$ cat src/rtl/button_event_gen_if.sv
// Event stream between button_event_gen (master) and its consumer (slave).
//   evt_valid : head event available (FIFO not empty)
//   evt_ready : consumer accepts the head event when high together with evt_valid
//   evt_data  : {type[1:0], idx[1:0]}; type 00 PRESS, 01 RELEASE, 10 LONG, 11 REPEAT
//   evt_count : FIFO occupancy, 0..4
interface button_event_gen_if;
  logic       evt_valid;
  logic       evt_ready;
  logic [3:0] evt_data;
  logic [2:0] evt_count;

  modport master (
    output evt_valid,
    output evt_data,
    output evt_count,
    input  evt_ready
  );

  modport slave (
    input  evt_valid,
    input  evt_data,
    input  evt_count,
    output evt_ready
  );
endinterface

$ cat src/rtl/button_event_gen.sv
// Turns four debounced button levels into PRESS / RELEASE / LONG / REPEAT events,
// queued through a 4-entry show-ahead FIFO.
//   clk       : sole clock, rising edge
//   rst_n     : asynchronous active-low reset
//   btn_state : debounced button levels, active high, synchronous to clk
//   evt       : event stream (master side of button_event_gen_if)
//   ovf       : sticky, set when an event is lost because its pending bit was still set
module button_event_gen #(
  parameter int unsigned LONG_CYC = 50_000_000,
  parameter int unsigned REP_CYC  = 10_000_000
) (
  input  logic                      clk,
  input  logic                      rst_n,
  input  logic [3:0]                btn_state,
  button_event_gen_if.master        evt,
  output logic                      ovf
);

  typedef enum logic [1:0] {StIdle, StHeld, StLongHeld} btn_st_e;

  localparam logic [26:0] LongLast = 27'(LONG_CYC - 1);
  localparam logic [26:0] RepLast  = 27'(REP_CYC - 1);

  btn_st_e     st_q   [4];
  btn_st_e     st_d   [4];
  logic [26:0] cnt_q  [4];
  logic [26:0] cnt_d  [4];
  logic [3:0]  mem_q  [4];
  logic [3:0]  mem_d  [4];
  logic [3:0]  prev_q;
  logic [15:0] pend_q, pend_d, pend_set, pend_clr, grant;
  logic        ovf_q, ovf_d;
  logic [1:0]  wr_ptr_q, wr_ptr_d, rd_ptr_q, rd_ptr_d;
  logic [2:0]  count_q, count_d;
  logic        found, push, pop;
  logic [3:0]  push_data;

  // Per-button FSMs. Pending bit index is idx*4 + type.
  always_comb begin
    pend_set = '0;
    for (int i = 0; i < 4; i++) begin
      st_d[i]  = st_q[i];
      cnt_d[i] = cnt_q[i];
      unique case (st_q[i])
        StIdle: begin
          if (btn_state[i] && !prev_q[i]) begin
            st_d[i]         = StHeld;
            cnt_d[i]        = '0;
            pend_set[i*4+0] = 1'b1;
          end
        end
        StHeld, StLongHeld: begin
          // Release wins over a LONG/REPEAT falling due on the same cycle.
          if (!btn_state[i] && prev_q[i]) begin
            st_d[i]         = StIdle;
            cnt_d[i]        = '0;
            pend_set[i*4+1] = 1'b1;
          end else if (st_q[i] == StHeld && cnt_q[i] == LongLast) begin
            st_d[i]         = StLongHeld;
            cnt_d[i]        = '0;
            pend_set[i*4+2] = 1'b1;
          end else if (st_q[i] == StLongHeld && cnt_q[i] == RepLast) begin
            cnt_d[i]        = '0;
            pend_set[i*4+3] = 1'b1;
          end else begin
            cnt_d[i] = cnt_q[i] + 27'd1;
          end
        end
        default: begin
          st_d[i]  = StIdle;
          cnt_d[i] = '0;
        end
      endcase
    end
  end

  // Arbiter: lowest pending bit wins, which gives lowest idx first, then type order.
  always_comb begin
    grant     = '0;
    found     = 1'b0;
    push_data = '0;
    for (int b = 0; b < 16; b++) begin
      if (pend_q[b] && !found) begin
        found     = 1'b1;
        grant[b]  = 1'b1;
        push_data = {2'(b % 4), 2'(b / 4)};
      end
    end
  end

  assign pop  = (count_q != 3'd0) && evt.evt_ready;
  assign push = found && ((count_q != 3'd4) || pop);

  always_comb begin
    pend_clr = push ? grant : '0;
    // Clearing before setting lets a re-set in the same cycle survive without overflow.
    pend_d   = (pend_q & ~pend_clr) | pend_set;
    ovf_d    = ovf_q | (|(pend_set & pend_q & ~pend_clr));

    for (int e = 0; e < 4; e++) mem_d[e] = mem_q[e];
    // When full with a pop, wr_ptr equals rd_ptr: overwriting the slot being popped is safe.
    if (push) mem_d[wr_ptr_q] = push_data;
    wr_ptr_d = wr_ptr_q + {1'b0, push};
    rd_ptr_d = rd_ptr_q + {1'b0, pop};
    count_d  = count_q + {2'b0, push} - {2'b0, pop};
  end

  always_ff @(posedge clk or negedge rst_n) begin
    if (!rst_n) begin
      prev_q   <= '0;
      pend_q   <= '0;
      ovf_q    <= 1'b0;
      wr_ptr_q <= '0;
      rd_ptr_q <= '0;
      count_q  <= '0;
      for (int i = 0; i < 4; i++) begin
        st_q[i]  <= StIdle;
        cnt_q[i] <= '0;
        mem_q[i] <= '0;
      end
    end else begin
      prev_q   <= btn_state;
      pend_q   <= pend_d;
      ovf_q    <= ovf_d;
      wr_ptr_q <= wr_ptr_d;
      rd_ptr_q <= rd_ptr_d;
      count_q  <= count_d;
      for (int i = 0; i < 4; i++) begin
        st_q[i]  <= st_d[i];
        cnt_q[i] <= cnt_d[i];
        mem_q[i] <= mem_d[i];
      end
    end
  end

  assign evt.evt_valid = (count_q != 3'd0);
  assign evt.evt_data  = mem_q[rd_ptr_q];
  assign evt.evt_count = count_q;
  assign ovf           = ovf_q;

endmodule

$ cat src/flat_wrapper.sv
// flat-port wrapper written by rule: the top's interface ports become plain ports
module button_event_gen_flat 
#(
  parameter int unsigned LONG_CYC = 50_000_000,
  parameter int unsigned REP_CYC  = 10_000_000
)
  (clk, rst_n, btn_state, ovf, evt_evt_valid, evt_evt_data, evt_evt_count, evt_evt_ready);
  button_event_gen_if evt_i ();
  input  logic clk;
  input  logic rst_n;
  input  logic [3:0] btn_state;
  output logic ovf;
  output wire logic [$bits(evt_i.evt_valid)-1:0] evt_evt_valid;
  output wire logic [$bits(evt_i.evt_data)-1:0] evt_evt_data;
  output wire logic [$bits(evt_i.evt_count)-1:0] evt_evt_count;
  input wire logic [$bits(evt_i.evt_ready)-1:0] evt_evt_ready;
  assign evt_evt_valid = evt_i.evt_valid;
  assign evt_evt_data = evt_i.evt_data;
  assign evt_evt_count = evt_i.evt_count;
  assign evt_i.evt_ready = evt_evt_ready;
  button_event_gen #(.LONG_CYC(LONG_CYC), .REP_CYC(REP_CYC)) u_core (.clk(clk), .rst_n(rst_n), .btn_state(btn_state), .evt(evt_i), .ovf(ovf));
endmodule
$ cat config.mk
export PLATFORM = sky130hd
export DESIGN_NAME = button_event_gen_flat
export DESIGN_NICKNAME = d
export VERILOG_FILES = /design/src/rtl/button_event_gen_if.sv /design/src/rtl/button_event_gen.sv /design/src/flat_wrapper.sv
export SDC_FILE = /design/constraint.sdc
export NUM_CORES = 1
export LEC_CHECK = 0
export CORE_MARGIN = 10
export CORE_UTILIZATION = 35
export CTS_CLUSTER_SIZE = 40
export DETAILED_ROUTE_END_ITERATION = 6
export GPL_TIMING_DRIVEN = 0
export PLACE_DENSITY = 0.47
export SLEW_MARGIN = 0
export SYNTH_ARGS = -nofsm -noshare
export SYNTH_HDL_FRONTEND = slang
export SYNTH_SLANG_ARGS = --single-unit
$ cat constraint.sdc
create_clock -name clk -period 4 [get_ports clk]
set_input_delay 0.8 -clock clk [delete_from_list [all_inputs] [get_ports clk]]
set_output_delay 0.8 -clock clk [all_outputs]
set_load 0.1 [all_outputs]
==> flow_summary.json <==
{
  "synth_top_flop_cell": "dfrtp_1",
  "cp.required_ns": 3.20,
  "ir_drop_uv": 719,
  "cts.path.max_buffers": 2,
  "power.share.switching_pct": 38.4,
  "rows": 57,
  "io_pins": 16,
  "ys_top_cells_by_count": "dfrtp_1, nor2_1, nand2_1, nand3_1, xnor2_1",
  "htreeDepth": 4,
  "p_sw_mw": 2.07,
  "holdBufCountCts": 0,
  "wl_mm": 18.7,
  "setup_viol": 0,
  "hold_path_class": "in -> async",
  "grt.total_usage_pct": 12.6,
  "synth.distinct_cells": 62,
  "synth_area_per_cell_um2": 9.52,
  "finalCriticalPeriod_ns": 3.29,
  "clkSlewWorstSetupHoldPaths_ns": 0.07,
  "slew_headroom_pct": 34.4,
  "arrival_ns": 2.49,
  "antenna_found_initial": 0,
  "max_freq_mhz": 304,
  "grt-ovfl-total": 0,
  "p_clk_share_pct": 30.9,
  "yosysTopAreaCell": "dfrtp_1",
  "portBuffers": 15,
  "first_iter_violations": 348,
  "cts_resized": 0,
  "ys_top_cells_by_area": "dfrtp_1, nor2_1, xnor2_1, xor2_1, nand2_1",
  "dpl_cell_area_um2": 9160,
  "outcome": "finished, final reports clean",
  "route.detailed.drc": 0,
  "start_util_pct": 35.4,
  "clock_sinks": 160,
  "dpl.hpwl_mm": 13.3,
  "final_area_um2": 9760,
  "power.share.sequential_pct": 37.0,
  "finalCritPeriodShare_pct": 82.2,
  "ys_seq_area_share_pct": 46.7,
  "start_kind": "flop",
  "cts_setup_buffers": 0,
  "diodes": 0,
  "worstSkewPairLatency_ns": 0.43,
  "core_area_um2": 24200,
  "cts_buffers": 17,
  "grt_pass1_wl_mm": 32.6,
  "worst_slew_pin_slew_ns": 0.980,
  "synthesis.area_um2": 8580,
  "die-area_um2": 31200,
  "cts_root_buffer": "clkbuf_16",
  "hold_violations": 0,
  "ant_nets": 0,
  "wl_per_cell_um": 14.7,
  "cp_max_fo": 5,
  "async_flop_share_pct": 100,
  "ys_ff_latch": 160,
  "crit_type": "reg -> out",
  "dieHeight_um": 177,
  "p_per_area_nw_per_um2": 552,
  "gp_congestion": 0.750,
  "cap_violations": 0,
  "cts_tree": "done",
  "synth.most_common_cell": "dfrtp_1",
  "vias_per_cell": 5.03,
  "nets": 968,
  "cellLeakagePower_nw": 4.06,
  "yosys.area.top_type_share_pct": 46.7,
  "netlist_instances": 901,
  "vias": 6407,
  "syn_nets": 933,
  "rsz0062_at_grt": "false",
  "pre_cts_ws_ns": 0.466,
  "internal_power_mw": 3.32,
  "yosys_warnings": 0,
  "grt_pass1_vias": 6429,
  "synth_enable_flop_cells": 0,
  "layout_setup_ws_ns": 0.712,
  "slew_viol_final": 0,
  "syn_to_final_growth_pct": 13.8,
  "grt_start_max_net_pins": 91,
  "die_w_um": 177,
  "critPathCaptureType": "primary output",
  "clock_skew_ns": 0.0127,
  "drive_gt1_share_pct": 7.80,
  "first_pass_iters": 5,
  "combPwrFrac_pct": 32.1
}
==> metal layers <==
layer | global-route usage [%] | part of all wire (%) | vias to the layer above
met5 | 0 | 0 | -
met4 | 3.12 | 0.82 | 0
met3 | 2.71 | 2.7 | 11
met2 | 18.6 | 43 | 80
met1 | 18.3 | 53 | 3054
li1 | - | - | 3262
==> power by group through the flow <==
stage	Sequential, mW	Clock, mW	Combinational, mW
CTS	1.99	1.72	1.76
finish	1.99	1.66	1.73
floorplan	2.09	0	1.21
global placement	2.02	0	1.74
global route	2.03	1.79	1.92
detailed placement	2.02	0	1.76
==> cells by family (layout without fill, tap and decap cells) <==
group | after synthesis | in the layout | share of synthesized area, %
multiplexers | 22 | 22 | 3.38
AO/OA/AOI/OAI | 107 | 107 | 8.20
flip-flops | 160 | 160 | 46.7
adder cells (fa/ha/maj) | 25 | 25 | 3.74
buffers and inverters | 55 | 103 | 2.48
AND/OR/NAND/NOR | 446 | 446 | 26.7
XOR/XNOR | 86 | 86 | 8.78
==> area by class of cell <==
type                            instances  area (um2)
Sequential cell                       160        4000
Inverter                               36         135
Fill cell                            2404       14500
Timing Repair Buffer                   16         183
Buffer                                 19        77.6
Clock buffer                           17         425
Clock inverter                         15         173
Tap cell                              324         405
Multi-Input combinational cell        686        4360
==> path summary, 6_finish.rpt <==
kind                                    startpoint                 endpoint  slack, ns  depth (start not counted)
worst max-delay path            u_core.rd_ptr_q[0]          evt_evt_data[2]       0.71                          2
worst min-delay path                         rst_n         u_core.cnt_q[70]       0.33                          1
worst max register to register    u_core.pend_q[8]  u_core.evt.evt_count[2]       0.92                          7
worst min register to register     u_core.mem_q[6]          u_core.mem_q[6]       0.50                          1
max in group asynchronous                    rst_n         u_core.cnt_q[40]       2.81                          2
min in group clk                   u_core.mem_q[6]          u_core.mem_q[6]       0.50                          1
==> state kept, by name (all words and copies together), names as in the netlist <==
signal                cells
u_core.ovf                1
u_core.cnt_q            108
u_core.rd_ptr_q           2
u_core.mem_q             16
u_core.evt.evt_count      3
u_core.pend_q            16
u_core.wr_ptr_q           2
u_core.st_q               8
u_core.prev_q             4
==> metrics by stage <==
step	setup TNS [ns]	total power, mW	instances	hold slack [ns]	util, %
global route	0	5.74	1273	0.365	40.3
CTS	0	5.48	1273	0.345	40.3
finish	0	5.39	1273	0.329	40.3
detailed placement	0	3.78	1241	0.489	37.8
global placement	-798.62	3.76	1240	0.484	37.7
floorplan	0	3.30	901	0.474	-
==> cell usage in the layout (no fill, tap or decap), types with 14 or more instances in the layout <==
cell type,n
clkdlybuf4s50_1,14
xnor2_1,48
ha_1,24
xor2_1,38
dfrtp_1,160
nor3_1,25
and4_1,14
mux2_2,16
inv_1,35
nand4_1,29
nand3_1,54
clkbuf_16,17
nor2_1,128
a21oi_1,17
and3_1,15
nand2_1,83
clkbuf_1,14
nor4_1,18
o21ai_0,38
==> worst max-delay path: stages, from the launching register on <==
cell             delay (ns)
dfrtp_1                0.51
mux4_2                 0.56
clkdlybuf4s50_1        0.98
No activity file was read; power rests on OpenSTA's default activity.
